### src/rtl/vga_timing_gen.sv
// Parametrised VGA raster timing generator: h/v counters, sync pulses, visible flag,
// line/frame strobes, frame counter and a pix_ce-qualified delay line for the sync/visible outputs.
module vga_timing_gen #(
  parameter int H_VISIBLE   = 640,
  parameter int H_FRONT     = 16,
  parameter int H_SYNC      = 96,
  parameter int H_BACK      = 48,
  parameter int V_VISIBLE   = 480,
  parameter int V_FRONT     = 10,
  parameter int V_SYNC      = 2,
  parameter int V_BACK      = 33,
  parameter bit HSYNC_POL   = 1'b0,
  parameter bit VSYNC_POL   = 1'b0,
  parameter int PIPE_DELAY  = 0,
  parameter int FRAME_CNT_W = 8,
  localparam int H_TOTAL    = H_VISIBLE + H_FRONT + H_SYNC + H_BACK,
  localparam int V_TOTAL    = V_VISIBLE + V_FRONT + V_SYNC + V_BACK,
  localparam int HW         = $clog2(H_TOTAL),
  localparam int VW         = $clog2(V_TOTAL)
) (
  input  logic                   clk,
  input  logic                   rst,
  input  logic                   pix_ce,
  output logic [HW-1:0]          h_count,
  output logic [VW-1:0]          v_count,
  output logic                   visible,
  output logic                   hsync,
  output logic                   vsync,
  output logic                   line_start,
  output logic                   frame_start,
  output logic [FRAME_CNT_W-1:0] frame_count,
  output logic                   hsync_d,
  output logic                   vsync_d,
  output logic                   visible_d
);

  localparam logic [HW-1:0] H_LAST   = HW'(H_TOTAL - 1);
  localparam logic [VW-1:0] V_LAST   = VW'(V_TOTAL - 1);
  localparam logic [31:0]   HS_START = 32'(H_VISIBLE + H_FRONT);
  localparam logic [31:0]   HS_END   = 32'(H_VISIBLE + H_FRONT + H_SYNC);
  localparam logic [31:0]   VS_START = 32'(V_VISIBLE + V_FRONT);
  localparam logic [31:0]   VS_END   = 32'(V_VISIBLE + V_FRONT + V_SYNC);

  if (H_SYNC <= 0) begin : g_bad_hsync
    $error("vga_timing_gen: H_SYNC must be positive");
  end
  if (V_SYNC <= 0) begin : g_bad_vsync
    $error("vga_timing_gen: V_SYNC must be positive");
  end
  if (PIPE_DELAY < 0 || PIPE_DELAY > 15) begin : g_bad_delay
    $error("vga_timing_gen: PIPE_DELAY must be within 0..15");
  end

  logic [HW-1:0]          h_q, h_d;
  logic [VW-1:0]          v_q, v_d;
  logic [FRAME_CNT_W-1:0] f_q, f_d;
  logic [31:0]            h_ext, v_ext;
  logic                   hs_act, vs_act;

  always_comb begin
    h_d = h_q;
    v_d = v_q;
    f_d = f_q;
    if (pix_ce) begin
      if (h_q == H_LAST) begin
        h_d = '0;
        if (v_q == V_LAST) begin
          v_d = '0;
          f_d = f_q + 1'b1;
        end else begin
          v_d = v_q + 1'b1;
        end
      end else begin
        h_d = h_q + 1'b1;
      end
    end
  end

  always_ff @(posedge clk) begin
    if (rst) begin
      h_q <= '0;
      v_q <= '0;
      f_q <= '0;
    end else begin
      h_q <= h_d;
      v_q <= v_d;
      f_q <= f_d;
    end
  end

  // Decode straight from the counter registers so syncs have zero latency to h/v_count.
  assign h_ext       = 32'(h_q);
  assign v_ext       = 32'(v_q);
  assign hs_act      = (h_ext >= HS_START) && (h_ext < HS_END);
  assign vs_act      = (v_ext >= VS_START) && (v_ext < VS_END);
  assign hsync       = hs_act ? HSYNC_POL : ~HSYNC_POL;
  assign vsync       = vs_act ? VSYNC_POL : ~VSYNC_POL;
  assign visible     = (h_ext < 32'(H_VISIBLE)) && (v_ext < 32'(V_VISIBLE));
  assign line_start  = pix_ce && (h_q == '0);
  assign frame_start = pix_ce && (h_q == '0) && (v_q == '0);
  assign h_count     = h_q;
  assign v_count     = v_q;
  assign frame_count = f_q;

  if (PIPE_DELAY == 0) begin : g_no_delay
    assign hsync_d   = hsync;
    assign vsync_d   = vsync;
    assign visible_d = visible;
  end else begin : g_delay
    logic [PIPE_DELAY-1:0] hs_q, vs_q, vis_q;

    // Reset loads inactive levels so no stale sync pulse drains out after a mid-frame reset.
    always_ff @(posedge clk) begin
      if (rst) begin
        hs_q  <= {PIPE_DELAY{~HSYNC_POL}};
        vs_q  <= {PIPE_DELAY{~VSYNC_POL}};
        vis_q <= '0;
      end else if (pix_ce) begin
        hs_q[0]  <= hsync;
        vs_q[0]  <= vsync;
        vis_q[0] <= visible;
        for (int i = 1; i < PIPE_DELAY; i++) begin
          hs_q[i]  <= hs_q[i-1];
          vs_q[i]  <= vs_q[i-1];
          vis_q[i] <= vis_q[i-1];
        end
      end
    end

    assign hsync_d   = hs_q[PIPE_DELAY-1];
    assign vsync_d   = vs_q[PIPE_DELAY-1];
    assign visible_d = vis_q[PIPE_DELAY-1];
  end

endmodule

### config.mk
export PLATFORM = sky130hd
export DESIGN_NAME = vga_timing_gen
export DESIGN_NICKNAME = d
export VERILOG_FILES = /design/src/rtl/vga_timing_gen.sv
export SDC_FILE = /design/constraint.sdc
export NUM_CORES = 1
export LEC_CHECK = 0
export ABC_AREA = 1
export BUFFER_PORTS_ARGS = -buffer_cell sky130_fd_sc_hd__buf_2
export CORE_MARGIN = 1.5
export CORE_UTILIZATION = 23
export CTS_BUF_LIST = sky130_fd_sc_hd__clkbuf_8
export DETAILED_ROUTE_END_ITERATION = 10
export PLACE_DENSITY_LB_ADDON = 0.25
export SYNTH_ARGS = -nofsm -noshare
export SYNTH_HDL_FRONTEND = slang
export SYNTH_SLANG_ARGS = --single-unit
### constraint.sdc
create_clock -name clk -period 3.15 [get_ports clk]
set_clock_uncertainty 0.05 [all_clocks]
set_input_delay 0.7875 -clock clk [delete_from_list [all_inputs] [get_ports clk]]
set_output_delay 0.7875 -clock clk [all_outputs]
set_load 0.05 [all_outputs]
## After elaboration in Yosys (flattened, before gate mapping)

Index checks and enable logic that the tools add are counted.

| word-level totals | value |
|---|---|
| input bits | 3 |
| register bits after elaboration | 28 |
| word-level logic and storage cells | 27 |

| cells by class | value |
|---|---|
| mux-type cells | 4 |
| add/sub/neg operators | 3 |
| eq/ne operators | 2 |
| magnitude comparators | 6 |
| reduce and logical (&&, ||, !) cells | 9 |

Operator list:

| operator | number |
|---|---|
| 10-bit by 1-bit adder with 10-bit output, second input constant | 2 |
| 10-bit == test, second input constant | 2 |
| 10-bit zero test | 2 |
| 10-bit less-than comparator, second input constant | 2 |
| 10-bit by 9-bit less-than comparator with 1-bit output, second input constant | 2 |
| 10-bit 2-to-1 mux | 2 |
| 10-bit >= comparator, second input constant | 1 |
| 10-bit by 9-bit >= comparator with 1-bit output, second input constant | 1 |
| 8-bit by 1-bit adder with 8-bit output, second input constant | 1 |
| 1-bit logical AND | 5 |
| 3-bit AND reduction | 1 |
| 1-bit 2-to-1 mux | 2 |
| 2-bit AND reduction | 1 |

## Longest topological paths before layout

Gate-level depths: netlist (run 1).

| depth | value |
|---|---|
| depth in word-level cells | 3 |
| gate-level depth with buffers | 9 |
| depth with buffers taken out | 9 |

## Least setup slack after synthesis (run 1)

OpenSTA, ideal clock, no wires.

| timing | value |
|---|---|
| path kind | register to output |
| start point | register v_q[9], in the netlist v_count[9] |
| end point | output port visible_d |
| path buffers | 1 |
| cell stages (with the launch flop) | 4 |
| path slack | -0.497 ns |
| data arrival time | 2.809 ns |
| required time | 2.312 ns |
| path through | dfxtp_1 -> nor4_1 -> nor4_1 -> buf_4 |

| on the way | value |
|---|---|
| word-level cells in the longest chain between the ends | 2 |

RTL lines:

| element | line | RTL |
|---|---|---|
| from (decl) | 55 | `logic [VW-1:0] v_q, v_d;` |
| from (signal assigned) | 86 | `v_q <= v_d;` |
| 10-bit by 9-bit less-than comparator with 1-bit output | 98 | `assign visible = (h_ext < 32'(H_VISIBLE)) && (v_ext < 32'(V_VISIBLE));` |
| 1-bit logical AND | 98 |  |
| to (decl) | 34 | `output logic visible_d` |

Every way passes these cells.

## Final worst setup path (run 1)

| timing | value |
|---|---|
| start point | register v_q[8], in the netlist v_count[8] |
| end point | output port vsync_d |

| on the way | value |
|---|---|
| word-level cells in the longest chain between the ends | 3 |
| elaborated cells between the ends (all ways) | 4 |

RTL lines:

| element | line | RTL |
|---|---|---|
| 10-bit by 9-bit >= comparator with 1-bit output / 10-bit by 9-bit less-than comparator with 1-bit output (equally long branches) | 95 | `assign vs_act = (v_ext >= VS_START) && (v_ext < VS_END);` |
| 1-bit logical AND * | 95 |  |
| 1-bit 2-to-1 mux * | 97 | `assign vsync = vs_act ? VSYNC_POL : ~VSYNC_POL;` |
| to (decl) | 33 | `output logic vsync_d,` |

Every way passes the cells marked *; elsewhere a longest branch is shown, timed or not.

==> impl_metrics.toml, run 1 <==
[clocking]
clk_pin_slew_worst_paths_ns = 0.10
post-cts-setup-buffer-count = 0
tritoncts = "yes"
cts_hold_buf = 0
htreeDepth = 1
clk_path_buf_depth = 2
numCtsBuffers = 3
root_buffer = "clkbuf_8"
clock_latency_ns = 0.28
clock-sinks = 28
cts_resized = 0

[pwr]
power.density_mw_per_mm2 = 321
combPwrFrac = 0.070
leakage_uw = 0.000881
share_seq_of_total_power = 0.567
power_uw = 632
intPower_uw = 479
clockPowerShare = 0.362
swShare = 0.242
irDropWorstVdd_uv = 154
p_sw_uw = 153

[route]
postRouteAntennaNets = 0
dr.pass1.iters = 4
wl_per_cell_um = 10.7
drt-total-wl_um = 4000
routed-via-count = 1551
drc_errors = 0
via_per_inst = 4.15
drtIter0Drc = 80

[job]
max_cap_viol_count = 0

[logic_synthesis]
post_synth.cell_area_avg_um2 = 6.75
yosys.area.top_type_share = 0.345
synth_ff_type = "dfxtp_1"
synth-async-reset-ratio = 0
ys_types = 30
yosysWarnings = 0
ys_seq_elements = 28
synth_top_area_cell = "dfxtp_1"
syn-num-nets = 250
netlist_instances = 241
syn_area_mm2 = 0.00163
synth-seq-area-share = 0.345
ys_top_cells_by_area = "dfxtp_1 34%, nand2_1 14%, nor2_1 9.0%"
synth_edf_count = 0

[floorplan]
die_area_mm2 = 0.00759
rows = 30
core-area_mm2 = 0.00683
die_w_um = 87.1
initial_core_util = 0.238
ioPinCount = 39
die_h_um = 87.1

[worst_setup_path]
reg2reg_depth = 8
cpPeakStageDelay_ns = 0.47
cp_data_required_time_ns = 2.31
rrSetupSlack_ns = 1.21
r2r-end = "frame_count[7]"
cp_cell_sequence = "inv_1, nor4_1, o2111ai_1, buf_2"
worst_setup_path_start_kind = "flop"
arrival_ns = 1.85
timing_worst_setup_path_type = "reg2out"
cp_slowest_cell = "nor4_1"
worst_setup_path_end_kind = "primary output"
crit_fanout = 4
r2r_start = "h_count[0]"

[sta]
min_period_ns = 2.69
final_max_slew_viol_count = 0
rsz0062_at_grt = "false"
max_freq_mhz = 372
hold_viol_final = 0
finalSetupTns_ns = 0
period_share = 0.854
slew_headroom = 0.656
setup_viol = 0
fin_hold_ws_ns = 0.455
worstMarginPinSlew_ns = 0.511

[worst_hold_path]
hold_class = "reg2reg"
hold_path_end = "frame_count[3]"
hp-start = "frame_count[3]"
min_path_cells = 2

[global_route]
grt_antenna_before_repair = 0
gr-total-overflow = 0
grt_pass1_vias = 1373
grt_usage = 0.107
grt_max_degree = 16
grt_pass1_wl_um = 6490

[placed_design]
io_buffers = 38
post-dp-hpwl_um = 3130
gp_congestion = 0.869
dp_cells = 370

[layout]
instances_no_fill = 374
final_cell_mix = "60 x nand2_1, 39 x nor2_1, 38 x buf_2, 36 x inv_1, 28 x dfxtp_1"
final_core_util = 0.288
nNetsFinal = 288
nFillCells = 781
syn2layout_area_growth_pct = 20.9
layout_commonest_cell = "nand2_1"
antenna_cells = 0
drive_gt1_frac = 0.194

[status]
status = "finished, final reports clean"
==> final cells by class <==
| class | count | area (um2) | area share |
|---|---|---|---|
| clock buffer | 4 | 55.1 | 0.0280 |
| sequential | 28 | 561 | 0.285 |
| multi-input combinational | 172 | 906 | 0.461 |
| tap | 96 | 120 | 0.0611 |
| inverter | 36 | 135 | 0.0687 |
| timing repair buffer | 38 | 190 | 0.0967 |
==> worst max-delay path: cells and delay by family, from the launching register on <==
| kind | cells | cell delay [ns] |
|---|---|---|
| simple gates | 1 | 0.47 |
| flops | 1 | 0.42 |
| buf+inv | 2 | 0.41 |
| compound gates | 1 | 0.27 |
==> registers in the layout, summed over array words and instances (netlist names) <==
| register | count |
|---|---|
| h_count | 10 |
| frame_count | 8 |
| v_count | 10 |
==> power groups by stage <==
stage / Clock, uW / Combinational (uW) / Sequential (uW)
after CTS: 238 / 45.3 / 359
final: 229 / 44.5 / 358
after floorplan: 0 / 25.8 / 374
after detailed placement: 0 / 45.1 / 367
after global placement: 0 / 45.0 / 367
after global routing: 251 / 48.6 / 359
==> worst max path at each step <==
stage                           from  endpoint  slack [ns]  depth (start not counted)
after floorplan           v_count[7]   vsync_d        0.06                          4
after global placement    v_count[8]     vsync        0.73                          4
after detailed placement  v_count[8]   vsync_d        0.72                          4
after CTS                 v_count[8]   vsync_d        0.41                          4
after global routing      v_count[8]   vsync_d        0.26                          4
final                     v_count[8]   vsync_d        0.46                          4
==> per-layer routing <==
layer  GRT usage  wire length, um  vias up
li1            -                -      831
met1       0.145             2040      680
met2       0.173             1730       38
met3      0.0265              202        2
met4      0.0231               23        0
met5           0                0        -
==> metrics by stage <==
step,worst slack [ns],area (um2)
floorplan,0.0582,1640
global placement,0.730,1910
detailed placement,0.716,1910
CTS,0.408,1970
global route,0.259,1970
finish,0.459,1970
==> cell usage after synthesis (all sizes together), types with 2 or more instances <==
| library cell | count |
|---|---|
| o21ai | 5 |
| ha | 6 |
| inv | 36 |
| nand2 | 61 |
| buf | 4 |
| nor3 | 5 |
| nor2 | 43 |
| dfxtp | 28 |
| xor2 | 8 |
| nand4 | 6 |
| xnor2 | 3 |
| nand3 | 12 |
| nor4 | 3 |
| or2 | 2 |
| a21oi | 13 |
==> cell families after synthesis <==
family,share of synthesized area
and+or+nand+nor,0.372
buffers and inverters,0.106
DFF,0.345
AOI/OAI and AO/OA,0.0715
xor gates and xnor gates,0.0592
adders and majority gates,0.0462
No activity file was read; power rests on OpenSTA's default activity.
==> inputs of run 2 (changes only) <==
BUFFER_PORTS_ARGS = unset   (was -buffer_cell sky130_fd_sc_hd__buf_2)
DONT_BUFFER_PORTS = 1   (was unset)
==> run 2 against run 1 <==
Net effect: final area shrank 2.4%; worst setup slack gained 0.014 ns; largest cell class unchanged; global-route usage increased by 0.72 points; largest power group unchanged; critical path depth unchanged; maximum frequency increased by 0.52%; non-clock buffer count shrank 21; sequential power up 1%.
==> impl_metrics.toml, run 2 (synthesized netlist as in run 1, its figures left out) <==
[status]
status = "finished, final reports clean"

[global_route]
grt_max_degree = 16
grt_usage = 0.114
gr-total-overflow = 0
grt_pass1_wl_um = 6910
grt_pass1_vias = 1475
grt_antenna_before_repair = 0

[sta]
worstMarginPinSlew_ns = 0.695
setup_viol = 0
slew_headroom = 0.532
final_max_slew_viol_count = 0
hold_viol_final = 0
rsz0062_at_grt = "false"
period_share = 0.850
fin_hold_ws_ns = 0.486
finalSetupTns_ns = 0
min_period_ns = 2.68
max_freq_mhz = 374

[pwr]
power.density_mw_per_mm2 = 329
leakage_uw = 0.000788
irDropWorstVdd_uv = 207

[worst_setup_path]
worst_setup_path_start_kind = "flop"
arrival_ns = 1.84
cp_data_required_time_ns = 2.31
crit_fanout = 7
timing_worst_setup_path_type = "reg2out"
worst_setup_path_end_kind = "primary output"

[route]
postRouteAntennaNets = 0
via_per_inst = 4.19
wl_per_cell_um = 11.4
drtIter0Drc = 79
dr.pass1.iters = 4
drt-total-wl_um = 4010
drc_errors = 0
routed-via-count = 1479

[layout]
final_cell_mix = "60 x nand2_1, 39 x nor2_1, 36 x inv_1, 28 x dfxtp_1, 17 x buf_4"
layout_commonest_cell = "nand2_1"
nNetsFinal = 267
syn2layout_area_growth_pct = 18.0
drive_gt1_frac = 0.132
antenna_cells = 0

[clocking]
clk_path_buf_depth = 2
root_buffer = "clkbuf_8"
htreeDepth = 1
cts_hold_buf = 0
numCtsBuffers = 3
tritoncts = "yes"
clock-sinks = 28
cts_resized = 0
clock_latency_ns = 0.28
clk_pin_slew_worst_paths_ns = 0.10
post-cts-setup-buffer-count = 0

[floorplan]
die_area_mm2 = 0.00759
initial_core_util = 0.238
core-area_mm2 = 0.00683
die_h_um = 87.1
die_w_um = 87.1
rows = 30
ioPinCount = 39

[placed_design]
io_buffers = 0
post-dp-hpwl_um = 3190
gp_congestion = 0.819

[job]
max_cap_viol_count = 0

[worst_hold_path]
hold_class = "reg2reg"
==> run 2: changes by cell type in the layout (fill, tap and decap cells not counted) <==
cell,change
o2111ai_2,+1
buf_2,-38
nor4_4,+1
buf_4,+17
o2111ai_1,-1
nor4_2,-1
==> run 2: layer usage <==
layer  routed length [um]  vias to the layer above  GRT usage  share of wire
met3                  357                        2     0.0502          0.089
met4                   14                        0     0.0202         0.0035
met1                 1810                      653      0.134           0.45
met2                 1830                       37      0.196           0.46
li1                     -                      787          -              -
met5                    0                        -          0              0
==> run 2: worst max-delay path, cell delays in order (launching register included) <==
cell and delay (ns):
dfxtp_1 0.45, nand2_1 0.10, nor4_1 0.54, o2111ai_2 0.18
buf_4 0.28
==> run 2: final timing paths <==
path | startpoint | end | slack, ns | cells past startpoint
setup / recovery | v_count[5] | vsync_d | 0.47 | 4
hold / removal | h_count[0] | h_count[0] | 0.49 | 2
setup reg to reg | h_count[1] | v_count[7] | 0.77 | 8
hold reg to reg | h_count[0] | h_count[0] | 0.49 | 2
==> run 2: layout make-up <==
| cell class | instances | area (um2) |
|---|---|---|
| flip-flops and latches | 28 | 561 |
| inverters | 36 | 135 |
| well taps | 96 | 120 |
| fillers | 785 | 4910 |
| repair buffers | 17 | 128 |
| multi-input cells | 172 | 921 |
| clock buffers | 4 | 55.1 |
==> run 2: report_power, final <==
group / switching [uW] / internal (uW)
combinational: 25.6 / 11.4
sequential: 6.87 / 356
clock: 119 / 112
total: 151 / 479
==> run 2: metrics by stage <==
stage	area, um2	setup slack, ns	cells	utilization	power, uW
after floorplan	1640	0.0582	241	-	400
after detailed placement	1860	0.753	349	0.273	409
after CTS	1920	0.448	353	0.281	646
final	1920	0.473	353	0.281	631
after global placement	1860	0.771	349	0.273	409
after global routing	1920	0.310	353	0.281	666
==> inputs of run 3 (changes only) <==
clock period = 2.2 ns   (was 3.15 ns; I/O delays follow)
==> run 3 against run 2 <==
Net effect: clock-buffer cell count fell by 1; routed wire length rose by 3.2%; die area did not move; combinational power rose by 92%; sequential share of layout area fell by 2.2 points; worst hold slack got worse by 0.23 ns; first-iteration DRC count fell by 1.3%; critical path type unchanged; largest power group unchanged.
==> impl_metrics.toml, run 3 (synthesized netlist as in run 1, its figures left out) <==
[worst_setup_path]
timing_worst_setup_path_type = "reg2out"
crit_path_start = "h_count[5]"
r2r_start = "h_count[0]"
cp_cell_sequence = "nor2_4, nand4_1, nor4_4, buf_12"
cp_num_cells = 4
cp_slowest_cell = "dfxtp_4"
crit_fanout = 6
arrival_ns = 1.57
worst_setup_path_start_kind = "flop"
cp_data_required_time_ns = 1.60
reg2reg_depth = 8
rrSetupSlack_ns = 0.45
cp_top_family = "simple AND/OR/NAND/NOR gates"
cpPeakStageDelay_ns = 0.44
crit_buf_inv = 1
r2r-end = "v_count[4]"
worst_setup_path_end_kind = "primary output"
crit_end = "frame_start"

[clocking]
tritoncts = "yes"
htreeDepth = 1
clk_path_buf_depth = 2
cts_hold_buf = 0
numCtsBuffers = 3
clock_latency_ns = 0.29
clock-sinks = 28
clk_pin_slew_worst_paths_ns = 0.11
root_buffer = "clkbuf_8"

[layout]
layout_commonest_cell = "nand2_1"
antenna_cells = 0
final_core_util = 0.322
syn2layout_area_growth_pct = 35.4
nNetsFinal = 281
final_cell_mix = "59 x nand2_1, 36 x nor2_1, 35 x inv_1, 27 x buf_4, 17 x dfxtp_1"
drive_gt1_frac = 0.247

[pwr]
clockPowerShare = 0.425
intPower_uw = 768
p_sw_uw = 231
swShare = 0.231
leakage_uw = 0.000920
irDropWorstVdd_uv = 216
combPwrFrac = 0.071
power.density_mw_per_mm2 = 453
share_seq_of_total_power = 0.504

[floorplan]
ioPinCount = 39
die_h_um = 87.1
die_area_mm2 = 0.00759
die_w_um = 87.1
core-area_mm2 = 0.00683
initial_core_util = 0.238
rows = 30

[global_route]
grt_max_degree = 17
use_met2 = 0.185
grtUsageMet3 = 0.0237
grt_usage = 0.113
grt_busiest_layer = "met2"
grtUsageMet1 = 0.150
grt_antenna_before_repair = 0
grt_pass1_wl_um = 6790
grt_pass1_vias = 1395
gr-total-overflow = 0

[route]
dr.pass1.iters = 4
drtIter0Drc = 78
postRouteAntennaNets = 0
drt-total-wl_um = 4140
routed-via-count = 1549
via_per_inst = 4.22
drc_errors = 0
wl_per_cell_um = 11.3

[placed_design]
gp_congestion = 0.829
io_buffers = 0
place_ws_ns = 0.322
post-dp-hpwl_um = 3230

[worst_hold_path]
hold_class = "in2reg"

[sta]
setup_viol = 0
hold_viol_final = 0
slew_headroom = 0.595
min_period_ns = 2.17
rsz0062_at_grt = "true"
final_max_slew_viol_count = 0
max_freq_mhz = 461
fin_ws_ns = 0.0287
worstMarginPinSlew_ns = 0.606
finalSetupTns_ns = 0
period_share = 0.987

[status]
status = "finished, final reports clean"

[job]
max_cap_viol_count = 0
## run 3: changes by cell type in the layout (fill, tap and decap cells not counted), moves of 2 or more
cell and delta:
buf_12 +4, buf_4 +10, dfxtp_1 -11, dfxtp_2 +3, dfxtp_4 +8, nor2_1 -3, nor2_4 +3, nor4_4 +2
## run 3: worst register-to-register path, cell delays in order (launching register included)
cell and delay, ns:
dfxtp_1 0.40, ha_1 0.20, nand2_1 0.11, nor2_4 0.13
nand3_2 0.16, nor2_1 0.30, inv_1 0.10, nand2_1 0.15
a21oi_1 0.05
## run 3: timing repair
action	CTS	global route
endpoints found under the hold margin	0	0
setup buffers	0	3
endpoints found under the setup margin	1	4
pin swaps	2	8
gates resized for setup	5	11
## run 3: cell type report
cell class              instances  area, um2
clock buffers                   3       41.3
multi-input cells             172        998
well taps                      96        120
flip-flops and latches         28        594
repair buffers                 31        283
inverters                      36        135
clock inverters                 1       30.0
fillers                       771       4630
## run 3: how the worst min path moves through the flow
stage                     cells after the start       start    endpoint
after global placement                        2  v_count[1]  v_count[1]
after global routing                          1         rst  v_count[8]
after floorplan                               2  v_count[8]  v_count[8]
after CTS                                     1         rst  v_count[8]
after detailed placement                      2  v_count[1]  v_count[1]
final                                         1         rst  v_count[8]
## run 3: through the flow
step                hold WS, ns  area (um2)  total power [uW]  cells
floorplan                 0.508        1710               571    241
global placement          0.435        2050               593    360
detailed placement        0.440        2050               594    360
CTS                       0.243        2150              1020    364
global route              0.251        2200              1030    367
finish                    0.254        2200               998    367
## run 3: power by group through the flow
stage | Clock [uW] | Combinational, uW | Sequential (uW)
floorplan | 0 | 39.7 | 532
global placement | 0 | 72.4 | 521
detailed placement | 0 | 72.7 | 521
CTS | 440 | 73.0 | 510
global route | 454 | 76.1 | 504
finish | 424 | 71.1 | 503
## run 3: layer usage
layer / vias up / wire length [um]
met3: 4 / 241
met5: - / 0
met4: 0 / 49
met2: 33 / 1890
li1: 816 / -
met1: 696 / 1960
